## src/rtl/dest_pack_pkg.sv

```systemverilog
// Shared widths and limits for the dest-domain byte packer and its FIFO.
package dest_pack_pkg;
    localparam int unsigned DATAWIDTH_DEF = 8;
    localparam int unsigned PACK_DEF      = 4;
    localparam int unsigned DEPTH_DEF     = 4;
    localparam int unsigned OUTW          = DATAWIDTH_DEF * PACK_DEF;
    localparam int unsigned CNTW          = $clog2(PACK_DEF + 1);
    localparam int unsigned PTRW          = $clog2(DEPTH_DEF);
    localparam logic [7:0]  DROP_MAX      = 8'hFF;
endpackage

```

## src/rtl/sync_fifo.sv

```systemverilog
// Single-clock FIFO with registered storage; a pop frees the head slot for a same-edge push when full.
module sync_fifo #(
    parameter int unsigned WIDTH = 8,
    parameter int unsigned DEPTH = 4
) (
    input  logic             clk,
    input  logic             rst,
    input  logic             push,
    input  logic [WIDTH-1:0] wdata,
    input  logic             pop,
    output logic [WIDTH-1:0] rdata,
    output logic             full,
    output logic             empty
);
    localparam int unsigned PW = $clog2(DEPTH);
    localparam logic [PW:0] PTR_ONE = {{PW{1'b0}}, 1'b1};

    logic [PW:0]                 wptr_q, rptr_q;
    logic [DEPTH-1:0][WIDTH-1:0] mem_q;
    logic                        do_push, do_pop;

    // Extra pointer MSB distinguishes full from empty when the indices match.
    assign empty   = (wptr_q == rptr_q);
    assign full    = (wptr_q[PW] != rptr_q[PW]) && (wptr_q[PW-1:0] == rptr_q[PW-1:0]);
    assign do_pop  = pop && !empty;
    assign do_push = push && (!full || do_pop);
    assign rdata   = mem_q[rptr_q[PW-1:0]];

    always_ff @(posedge clk or posedge rst) begin
        if (rst) begin
            wptr_q <= '0;
            rptr_q <= '0;
            mem_q  <= '0;
        end else begin
            if (do_push) begin
                mem_q[wptr_q[PW-1:0]] <= wdata;
                wptr_q                <= wptr_q + PTR_ONE;
            end
            if (do_pop) begin
                rptr_q <= rptr_q + PTR_ONE;
            end
        end
    end
endmodule

```

## src/rtl/dest_pack_buffer.sv

```systemverilog
// Packs dest_data_valid beats into PACK-lane words and queues them on a valid/ready output.
module dest_pack_buffer
    import dest_pack_pkg::*;
#(
    parameter int unsigned DATAWIDTH = DATAWIDTH_DEF,
    parameter int unsigned PACK      = PACK_DEF,
    parameter int unsigned DEPTH     = DEPTH_DEF
) (
    input  logic                              dest_CLK,
    input  logic                              RST,
    input  logic [DATAWIDTH-1:0]              dest_data_in,
    input  logic                              dest_data_valid,
    input  logic                              flush,
    output logic [DATAWIDTH*PACK-1:0]         out_data,
    output logic [$clog2(PACK+1)-1:0]         out_count,
    output logic                              out_valid,
    input  logic                              out_ready,
    output logic                              overflow,
    output logic [7:0]                        drop_cnt,
    output logic                              busy
);
    localparam int unsigned OW = DATAWIDTH * PACK;
    localparam int unsigned CW = $clog2(PACK + 1);
    localparam int unsigned IW = $clog2(PACK);

    logic [PACK-1:0][DATAWIDTH-1:0] lanes_q, lanes_d, lanes_w;
    logic [IW-1:0]                  idx_q, idx_d;
    logic                           overflow_q, overflow_d;
    logic [7:0]                     drop_q, drop_d;
    logic [CW-1:0]                  n_fill;
    logic                           complete, push, drop;
    logic                           fifo_full, fifo_empty;
    logic [OW+CW-1:0]               fifo_rdata;

    // Lanes above idx are always zero (cleared on every push), so a flushed word is already padded.
    always_comb begin
        lanes_w = lanes_q;
        if (dest_data_valid) begin
            lanes_w[idx_q] = dest_data_in;
        end
        n_fill   = CW'(idx_q) + CW'(dest_data_valid);
        complete = dest_data_valid && (idx_q == IW'(PACK - 1));
        push     = complete || (flush && (n_fill != '0));
        drop     = push && fifo_full && !out_ready;

        lanes_d = lanes_w;
        idx_d   = idx_q;
        if (push) begin
            lanes_d = '0;
            idx_d   = '0;
        end else if (dest_data_valid) begin
            idx_d = idx_q + IW'(1);
        end

        overflow_d = overflow_q;
        drop_d     = drop_q;
        if (drop) begin
            overflow_d = 1'b1;
            if (drop_q != DROP_MAX) begin
                drop_d = drop_q + 8'd1;
            end
        end
    end

    always_ff @(posedge dest_CLK or posedge RST) begin
        if (RST) begin
            lanes_q    <= '0;
            idx_q      <= '0;
            overflow_q <= 1'b0;
            drop_q     <= '0;
        end else begin
            lanes_q    <= lanes_d;
            idx_q      <= idx_d;
            overflow_q <= overflow_d;
            drop_q     <= drop_d;
        end
    end

    sync_fifo #(
        .WIDTH (OW + CW),
        .DEPTH (DEPTH)
    ) u_fifo (
        .clk   (dest_CLK),
        .rst   (RST),
        .push  (push),
        .wdata ({n_fill, lanes_w}),
        .pop   (out_ready),
        .rdata (fifo_rdata),
        .full  (fifo_full),
        .empty (fifo_empty)
    );

    assign out_data  = fifo_rdata[OW-1:0];
    assign out_count = fifo_rdata[OW +: CW];
    assign out_valid = !fifo_empty;
    assign overflow  = overflow_q;
    assign drop_cnt  = drop_q;
    assign busy      = (idx_q != '0) || !fifo_empty;
endmodule

```

## config.mk

```make
export PLATFORM = sky130hd
export DESIGN_NAME = dest_pack_buffer
export DESIGN_NICKNAME = d
export VERILOG_FILES = /design/src/rtl/dest_pack_pkg.sv /design/src/rtl/sync_fifo.sv /design/src/rtl/dest_pack_buffer.sv
export SDC_FILE = /design/constraint.sdc
export NUM_CORES = 1
export LEC_CHECK = 0
export CORE_MARGIN = 1.5
export CORE_UTILIZATION = 30
export CTS_CLUSTER_DIAMETER = 120
export DETAILED_ROUTE_END_ITERATION = 7
export PLACE_DENSITY_LB_ADDON = 0.15
export SKIP_LAST_GASP = 1
export SLEW_MARGIN = 10
export SYNTH_ARGS = -nofsm -noshare
export SYNTH_HDL_FRONTEND = slang
export SYNTH_SLANG_ARGS = --single-unit
```

## constraint.sdc

```tcl
create_clock -name dest_CLK -period 8.8 [get_ports dest_CLK]
set_input_delay 2.2 -clock dest_CLK [delete_from_list [all_inputs] [get_ports dest_CLK]]
set_output_delay 2.2 -clock dest_CLK [all_outputs]
set_load 0.05 [all_outputs]
```

---- After elaboration in Yosys (flattened, before gate mapping) ----
Cells that the tools add are included.
cells by class
  reductions and logical operators ........ 19
  mux-type cells .......................... 12
  equality and inequality tests ........... 5
  add/sub/neg operators ................... 5
  order comparisons ....................... 5
operators with widths
  kind                 number
  $bwmux 140           1
  $bmux 35 s2          1
  $demux 35 s2         1
  $mux 35              2
  $mux 32              2
  $bwmux 32            1
  $demux 8 s2          1
  $logic_and 1x1->1    9
  $lt 2x3->1 const B   3
  $add 8x1->8 const B  1
  $mux 8               1
  $ne 8x8->1 const B   1
  $add 3x1->3 const B  2
  $ge 2x1->1 const B   2
  $mux 2               2
  $reduce_bool 2->1    2
  $add 2x1->3          1
  $eq 3x3->1           1
  $logic_not 1->1      3
  $logic_or 1x1->1     3
  $reduce_bool 3->1    1
  $add 2x1->2 const B  1
  $eq 2x2->1           1
  $eq 2x2->1 const B   1
  2 further kinds      2
storage, ports and cells
  output and inout port bits .............. 46
  register bits after elaboration ......... 189
  bits of input ports ..................... 13
  word-level logic and storage cells ...... 59

---- Depth between registers and ports, before layout ----
Gate-level depths: netlist of the first run.
  word-level depth ........................ 7
  gate-level depth with buffers ........... 9
  depth with buffers taken out ............ 7

---- By module ----
A second synthesis of the first run with hierarchy kept.
second synthesis, totals
  cells, all modules ...................... 542
  area, all modules ....................... 8795.9 um^2
by module, submodules not included
  module            area each (um^2)  cells each  times used
  sync_fifo         6700.2            374         1
  dest_pack_buffer  2095.8            168         1

---- Worst setup path before layout of the first run ----
Ideal clock, no wire load.
  path kind ............................... input port to flip-flop
  from .................................... input dest_data_valid
  to ...................................... register u_fifo.mem_q[114] (netlist bit)
  slack ................................... 4657 ps
  arrival time ............................ 4017 ps
  data required time ...................... 8675 ps
  cell stages on the path ................. 9
  setup time .............................. 125 ps
  cells stage by stage .................... ha_1 ha_1 o31a_1 a21oi_4 nor2_4 and2_4 buf_12 buf_12 mux2_4
on the way
  longest elaborated chain between the ends .. 5
  elaborated cells on any way between the ends .. 8
  those cells by class .................... add/sub: 1; mux: 2; reduce/logical: 5
RTL lines
  item                           RTL line                text
  start, declared                dest_pack_buffer.sv:12  input logic dest_data_valid,
  $add 2x1->3                    dest_pack_buffer.sv:41  n_fill = CW'(idx_q) + CW'(dest_data_valid);
  named net n_fill[1]            dest_pack_buffer.sv:30  logic [CW-1:0] n_fill;
  $reduce_bool 3->1              dest_pack_buffer.sv:43  push = complete || (flush && (n_fill != '0));
  $logic_and 1x1->1              dest_pack_buffer.sv:43
  $logic_or 1x1->1               dest_pack_buffer.sv:43
  $logic_and 1x1->1              sync_fifo.sv:26         assign do_push = push && (!full || do_pop);
  end signal, assigned by index  sync_fifo.sv:36         mem_q[wptr_q[PW-1:0]] <= wdata;
  end, declared                  sync_fifo.sv:19         logic [DEPTH-1:0][WIDTH-1:0] mem_q;
The timed path passes the listed nets, and every way through them passes these cells.
A chain may end at the register's enable or synchronous reset.

---- Worst setup path in the final report of the first run ----
  from .................................... register u_fifo.rptr_q[1]
  to ...................................... output out_data[4]
on the way
  longest elaborated chain between the ends .. 2
RTL lines
  item                           RTL line                text
  start, declared                sync_fifo.sv:18         logic [PW:0] wptr_q, rptr_q;
  start signal, assigned         sync_fifo.sv:40         rptr_q <= rptr_q + PTR_ONE;
  $bmux 35 s2                    sync_fifo.sv:27         assign rdata = mem_q[rptr_q[PW-1:0]];
  $mux 35 (implied by the code)  sync_fifo.sv:27
  end, declared                  dest_pack_buffer.sv:14  output logic [DATAWIDTH*PACK-1:0] out_data,
Every way passes these cells. The select of a mux whose other input is x is not followed.

==> metrics.md, run 1 <==
| Metric | Value |
|---|---|
| Status | `complete, no violations` |
| Hold depth | `1` |
| Overall power | `3.967 mW` |
| CP max stage delay | `0.73 ns` |
| Setup violators final | `0` |
| Post-synth EDFFs | `0` |
| Post-synth cell types | `34` |
| Initial antenna violation count | `0` |
| Worst skew pair latency | `0.43 ns` |
| DPL Wire Length | `12.08 mm` |
| Reg area | `0.004732 mm2` |
| Layout filler cell count | `2,796` |
| Final Wtd Congestion | `0.6995` |
| Core area | `0.02972 mm2` |
| Per-cell routed wire length | `20.24 um` |
| Worst r2r path cells | `7` |
| Max Cap Violations | `0` |
| RSZ-0062 raised after global routing | `false` |
| DRC | `0` |
| Synth Register Bits | `189` |
| Die area | `0.03127 mm2` |
| Number of global-route vias before repair | `5,133` |
| Yosys warns | `0` |
| Post-DP Area | `0.009798 mm2` |
| Clock Path Buffers | `2` |
| Synth Cell Area | `0.009066 mm2` |
| Area contributors post-synth | `dfrtp_1 52%, mux2_4 20%, mux4_2 8.7%` |
| Post-Route Setup TNS | `0 ns` |
| Dominant cell type by area after synthesis | `dfrtp_1` |
| Crit share post-route | `59.69%` |
| Final slew viol count | `0` |
| Worst setup margin | `3.547 ns` |
| WL final | `19.88 mm` |
| Largest net degree at the start of global routing | `107` |
| Post-route cell area | `0.01044 mm2` |
| Worst Path Max Fanout | `22` |
| # port buffers | `58` |
| Slowest CP cell | `clkdlybuf4s50_1` |
| Hold bufs inserted after CTS | `0` |
| Initial DRC Count | `232` |
| Peak supply drop | `0.1856 mV` |
| Setup bufs post-CTS | `0` |
| Root buf cell | `clkbuf_16` |
| Crit. End Element | `output pin` |
| Max Clk Rate | `0.1904 GHz` |
| Pre-Repair DR Iteration Count | `4` |
| Final hold violation count | `0` |
| Initial Util | `30.51%` |
| Footprint of the multi-input gates | `0.003951 mm2` |
| Total track usage | `13.57%` |
| Post-synthesis area per instance | `17.17 um2` |
| Syn Inst Count | `528` |
| Vias | `4,530` |
| Fin util | `35.12%` |
| DR vias/cell | `4.613` |
| CTS tree | `built` |
| Worst Skew | `0.01072 ns` |
| Antenna Violating Nets Remaining | `0` |
| Slew HR | `27.57%` |
| Fraction of layout cells with a size suffix above 1 | `44.09%` |
| Die Height | `176.8 um` |
| First-pass GRT wire length | `31.86 mm` |
| Worst setup SP type | `flop` |
| Async S/R FF share, synth | `100.0%` |
| CTS Sinks | `189` |
| H-tree Lvls | `4` |
| Post-synthesis sequential area ratio | `52.17%` |
| CP arrival | `3.05 ns` |
| Slew @ Worst Pin | `1.086 ns` |
| Synth top area share | `52.17%` |
| Die W | `176.8 um` |
| Row cnt | `63` |
| Leak pwr | `4.766 nW` |
| Final min period | `5.253 ns` |
| Diodes inserted | `0` |
| Min-Delay Path Class | `flop to flop` |
| I/O pins | `59` |
| Pwr/cell area | `380.0 mW/mm2` |
| Crit-path cells | `buf_4, mux4_2, clkdlybuf4s50_1` |
| Synth Net Count | `553` |
| Post-Place Worst Slack | `3.302 ns` |
| Main synth FF type | `dfrtp_1` |
| CTS-repair resized insts | `0` |
| Critical path required time | `6.60 ns` |
| Synth-to-layout area growth | `15.13%` |
| CP Class | `flop to output pin` |
| Count of nets after finishing | `604` |
| Gr ovfl total | `0` |
| Clock buffer count from CTS | `17` |
| Clock slew seen by the registers of the worst setup and hold paths | `0.07 ns` |
[area by class of cell]
class	instances	share of cell area (%)
Sequential cell	189	45.34
Multi-Input combinational cell	305	37.86
Timing Repair Buffer	61	5.778
Tap cell	390	4.675
Clock buffer	18	4.208
Clock inverter	14	1.918
Inverter	5	0.2278
[synthesized netlist by cell type (2+ instances only)]
master / count
and2_1: 20
and2_2: 4
and2_4: 4
and3_1: 11
and4_1: 3
buf_12: 13
buf_2: 4
buf_6: 5
clkbuf_1: 5
dfrtp_1: 189
ha_1: 12
inv_1: 5
mux2_2: 55
mux2_4: 119
mux4_2: 35
nand2_1: 8
nand3_1: 4
nand4_1: 3
xnor2_1: 9
xnor2_2: 2
xor2_1: 5
[flip-flops by register name, summed over array words and instances, names as in the netlist]
signal         count
idx_q              2
u_fifo.rptr_q      3
overflow           1
u_fifo.wptr_q      3
lanes_q           32
u_fifo.mem_q     140
drop_cnt           8
[power by group]
part	leakage (nW)	internal, mW	switching [mW]
Combinational	1.93	0.856	0.913
Sequential	2.53	1.15	0.202
Clock	0.304	0.468	0.372
Total	4.77	2.48	1.49
[critical path, delay by kind of cell (launching register included)]
| family | cells | cell delay, ns |
|---|---|---|
| buffers and inverters | 2 | 1.27 |
| DFF | 1 | 0.71 |
| muxes | 1 | 0.63 |
[metrics by stage]
stage,cells,hold slack [ns]
2_1_floorplan,528,0.4706
3_5_place_dp,950,0.4459
5_1_grt,982,0.5199
3_3_place_gp,950,0.4561
6_report,982,0.4664
4_1_cts,982,0.4725
[per-layer routing]
layer	global-route usage, %	routed length, um	part of all wire, %	up-vias
li1	-	-	-	2009
met1	19.03	9746	49	2466
met2	21.63	9566	48	49
met3	2.728	419	2.1	6
met4	2.966	144	0.72	0
met5	0	0	0	-
[placed cells by master, fill, tap and decap left out, types with 2 or more instances in the layout]
cell type,instances
dfrtp_1,187
mux2_4,119
clkdlybuf4s50_1,58
mux2_2,55
mux4_2,35
and2_1,20
clkbuf_16,17
ha_1,12
and3_1,11
xnor2_1,9
nand2_1,8
xor2_1,5
and2_4,4
nand3_1,4
inv_1,4
and2_2,4
inv_8,4
nand4_1,3
and4_1,3
bufinv_16,3
clkinvlp_4,3
buf_4,3
xnor2_2,2
clkinv_4,2
inv_6,2
dfrtp_2,2
[final timing paths]
path                       slack (ns)             start           endpoint
min                              0.47          overflow           overflow
min reg2reg                      0.47          overflow           overflow
min in group asynchronous        2.31               RST  u_fifo.mem_q[136]
max in group asynchronous        4.66               RST   u_fifo.rptr_q[0]
max reg2reg                      5.79          idx_q[0]  u_fifo.mem_q[119]
max                              3.55  u_fifo.rptr_q[1]        out_data[4]
[logic make-up after synthesis]
group | count (synthesis) | synth area share (%)
compound gates | 6 | 0.6072
buf+inv | 34 | 4.251
fa+ha+maj | 12 | 1.656
simple gates | 62 | 4.375
flops | 189 | 52.17
mux | 209 | 35.23
xor+xnor | 16 | 1.711
Power figures use the tool's default switching activity.
==> run 2: changes to the inputs <==
Clock period 8.8 ns to 4.3 ns, I/O delays scaled along.
==> metrics.md, run 2 (synthesis results as in run 1) <==
| Metric | Value |
|---|---|
| # port buffers | `58` |
| Slew @ Worst Pin | `0.8077 ns` |
| Worst Path Max Fanout | `15` |
| Leak pwr | `4.828 nW` |
| Root buf cell | `clkbuf_16` |
| Worst r2r dst | `u_fifo.mem_q[37]` |
| RSZ-0062 raised after global routing | `false` |
| Number of global-route vias before repair | `5,182` |
| Status | `complete, no violations` |
| DR vias/cell | `4.554` |
| Fraction of layout cells with a size suffix above 1 | `45.21%` |
| Initial Util | `30.51%` |
| H-tree Lvls | `4` |
| Max Clk Rate | `0.2686 GHz` |
| CTS Sinks | `189` |
| Crit path to | `out_data[12]` |
| Critical path required time | `3.22 ns` |
| Post-Route Setup TNS | `0 ns` |
| Vias | `4,536` |
| Pwr/cell area | `761.6 mW/mm2` |
| CP arrival | `2.65 ns` |
| Worst Skew | `0.01504 ns` |
| Reg2reg start | `u_fifo.rptr_q[1]` |
| First-pass GRT wire length | `32.26 mm` |
| Antenna Violating Nets Remaining | `0` |
| Largest register FFs | `140` |
| I/O pins | `59` |
| DRC | `0` |
| Synth-to-layout area growth | `16.41%` |
| Clock slew seen by the registers of the worst setup and hold paths | `0.08 ns` |
| DPL Wire Length | `12.85 mm` |
| Reg area | `0.004732 mm2` |
| Peak supply drop | `0.4027 mV` |
| Final min period | `3.723 ns` |
| Clock Path Buffers | `2` |
| Count of nets after finishing | `619` |
| Setup bufs post-CTS | `0` |
| Most common cell after layout, fill and taps aside | `dfrtp_1` |
| Worst r2r path cells | `7` |
| Gr ovfl total | `0` |
| CTS tree | `built` |
| Overall power | `8.038 mW` |
| Final hold violation count | `0` |
| CTS-repair resized insts | `0` |
| Per-cell routed wire length | `20.26 um` |
| Footprint of the multi-input gates | `0.003951 mm2` |
| FF-to-FF setup slack | `1.65 ns` |
| Die area | `0.03127 mm2` |
| Clock buffer count from CTS | `17` |
| Crit. End Element | `output pin` |
| Layout filler cell count | `2,797` |
| Hold bufs inserted after CTS | `0` |
| Worst setup SP type | `flop` |
| Initial DRC Count | `214` |
| Final Wtd Congestion | `0.6874` |
| Max Cap Violations | `0` |
| Core area | `0.02972 mm2` |
| Commonest non-fill, non-tap cells in the layout | `187 x dfrtp_1, 119 x mux2_4, 58 x clkdlybuf4s50_1` |
| Total track usage | `13.86%` |
| Initial antenna violation count | `0` |
| Worst skew pair latency | `0.43 ns` |
| Largest net degree at the start of global routing | `135` |
| WL final | `20.18 mm` |
| Worst Setup SP | `u_fifo.rptr_q[1]` |
| Final slew viol count | `0` |
| Die W | `176.8 um` |
| Die Height | `176.8 um` |
| Diodes inserted | `0` |
| Setup violators final | `0` |
| CP Class | `flop to output pin` |
| Hold depth | `1` |
| Crit share post-route | `86.58%` |
| Pre-Repair DR Iteration Count | `4` |
| Biggest register | `u_fifo.mem_q` |
| Slew HR | `46.15%` |
| Min-Delay Path Class | `flop to flop` |
| Row cnt | `63` |
-- run 2: cell count changes in the layout (fill, tap and decap cells not counted), sizes merged --
cell,previous run,this run
buf,3,18
bufinv,3,1
clkbuf,18,19
clkinv,3,5
clkinvlp,3,4
inv,10,7
-- run 2: routing by layer --
| metal | wire length [um] | track usage, % | vias to the layer above |
|---|---|---|---|
| met2 | 9435 | 21.57 | 58 |
| met5 | 0 | 0 | - |
| met4 | 228 | 3.778 | 0 |
| met3 | 526 | 2.706 | 11 |
| met1 | 9985 | 19.63 | 2428 |
| li1 | - | - | 2039 |
-- run 2: final cells by class --
cell class	count	share of cell area, %
clock buffer	19	4.197
clock inverter	12	1.079
inverter	5	0.2134
multi-input combinational	305	37.44
sequential	189	44.84
tap	390	4.624
timing repair buffer	76	7.611
-- run 2: report_power, final --
part | switching [mW] | internal [mW]
logic | 1.93 | 1.84
registers | 0.376 | 2.37
clock network | 0.702 | 0.817
-- run 2: critical path: stages, from the launching register on --
cell	delay, ns
dfrtp_2	0.68
buf_12	0.25
mux4_2	0.56
clkdlybuf4s50_1	0.73
-- run 2: worst min-delay path by stage --
stage,start,to
after floorplan,lanes_q[24],lanes_q[24]
after global placement,overflow,overflow
after detailed placement,overflow,overflow
after CTS,overflow,overflow
after global routing,overflow,overflow
final,overflow,overflow
-- run 2: through the flow --
step           setup slack [ns]  std cells  area, um2  hold WS, ns  utilization, %
2_1_floorplan            0.7905        528       9070       0.4706               -
5_1_grt                  0.4363        996      10550       0.5079           35.51
3_5_place_dp             0.5756        965       9997       0.4631           33.64
3_3_place_gp             0.6221        965       9997       0.4699           33.64
6_report                 0.5772        996      10550       0.4742           35.51
4_1_cts                  0.4771        996      10550       0.4937           35.51
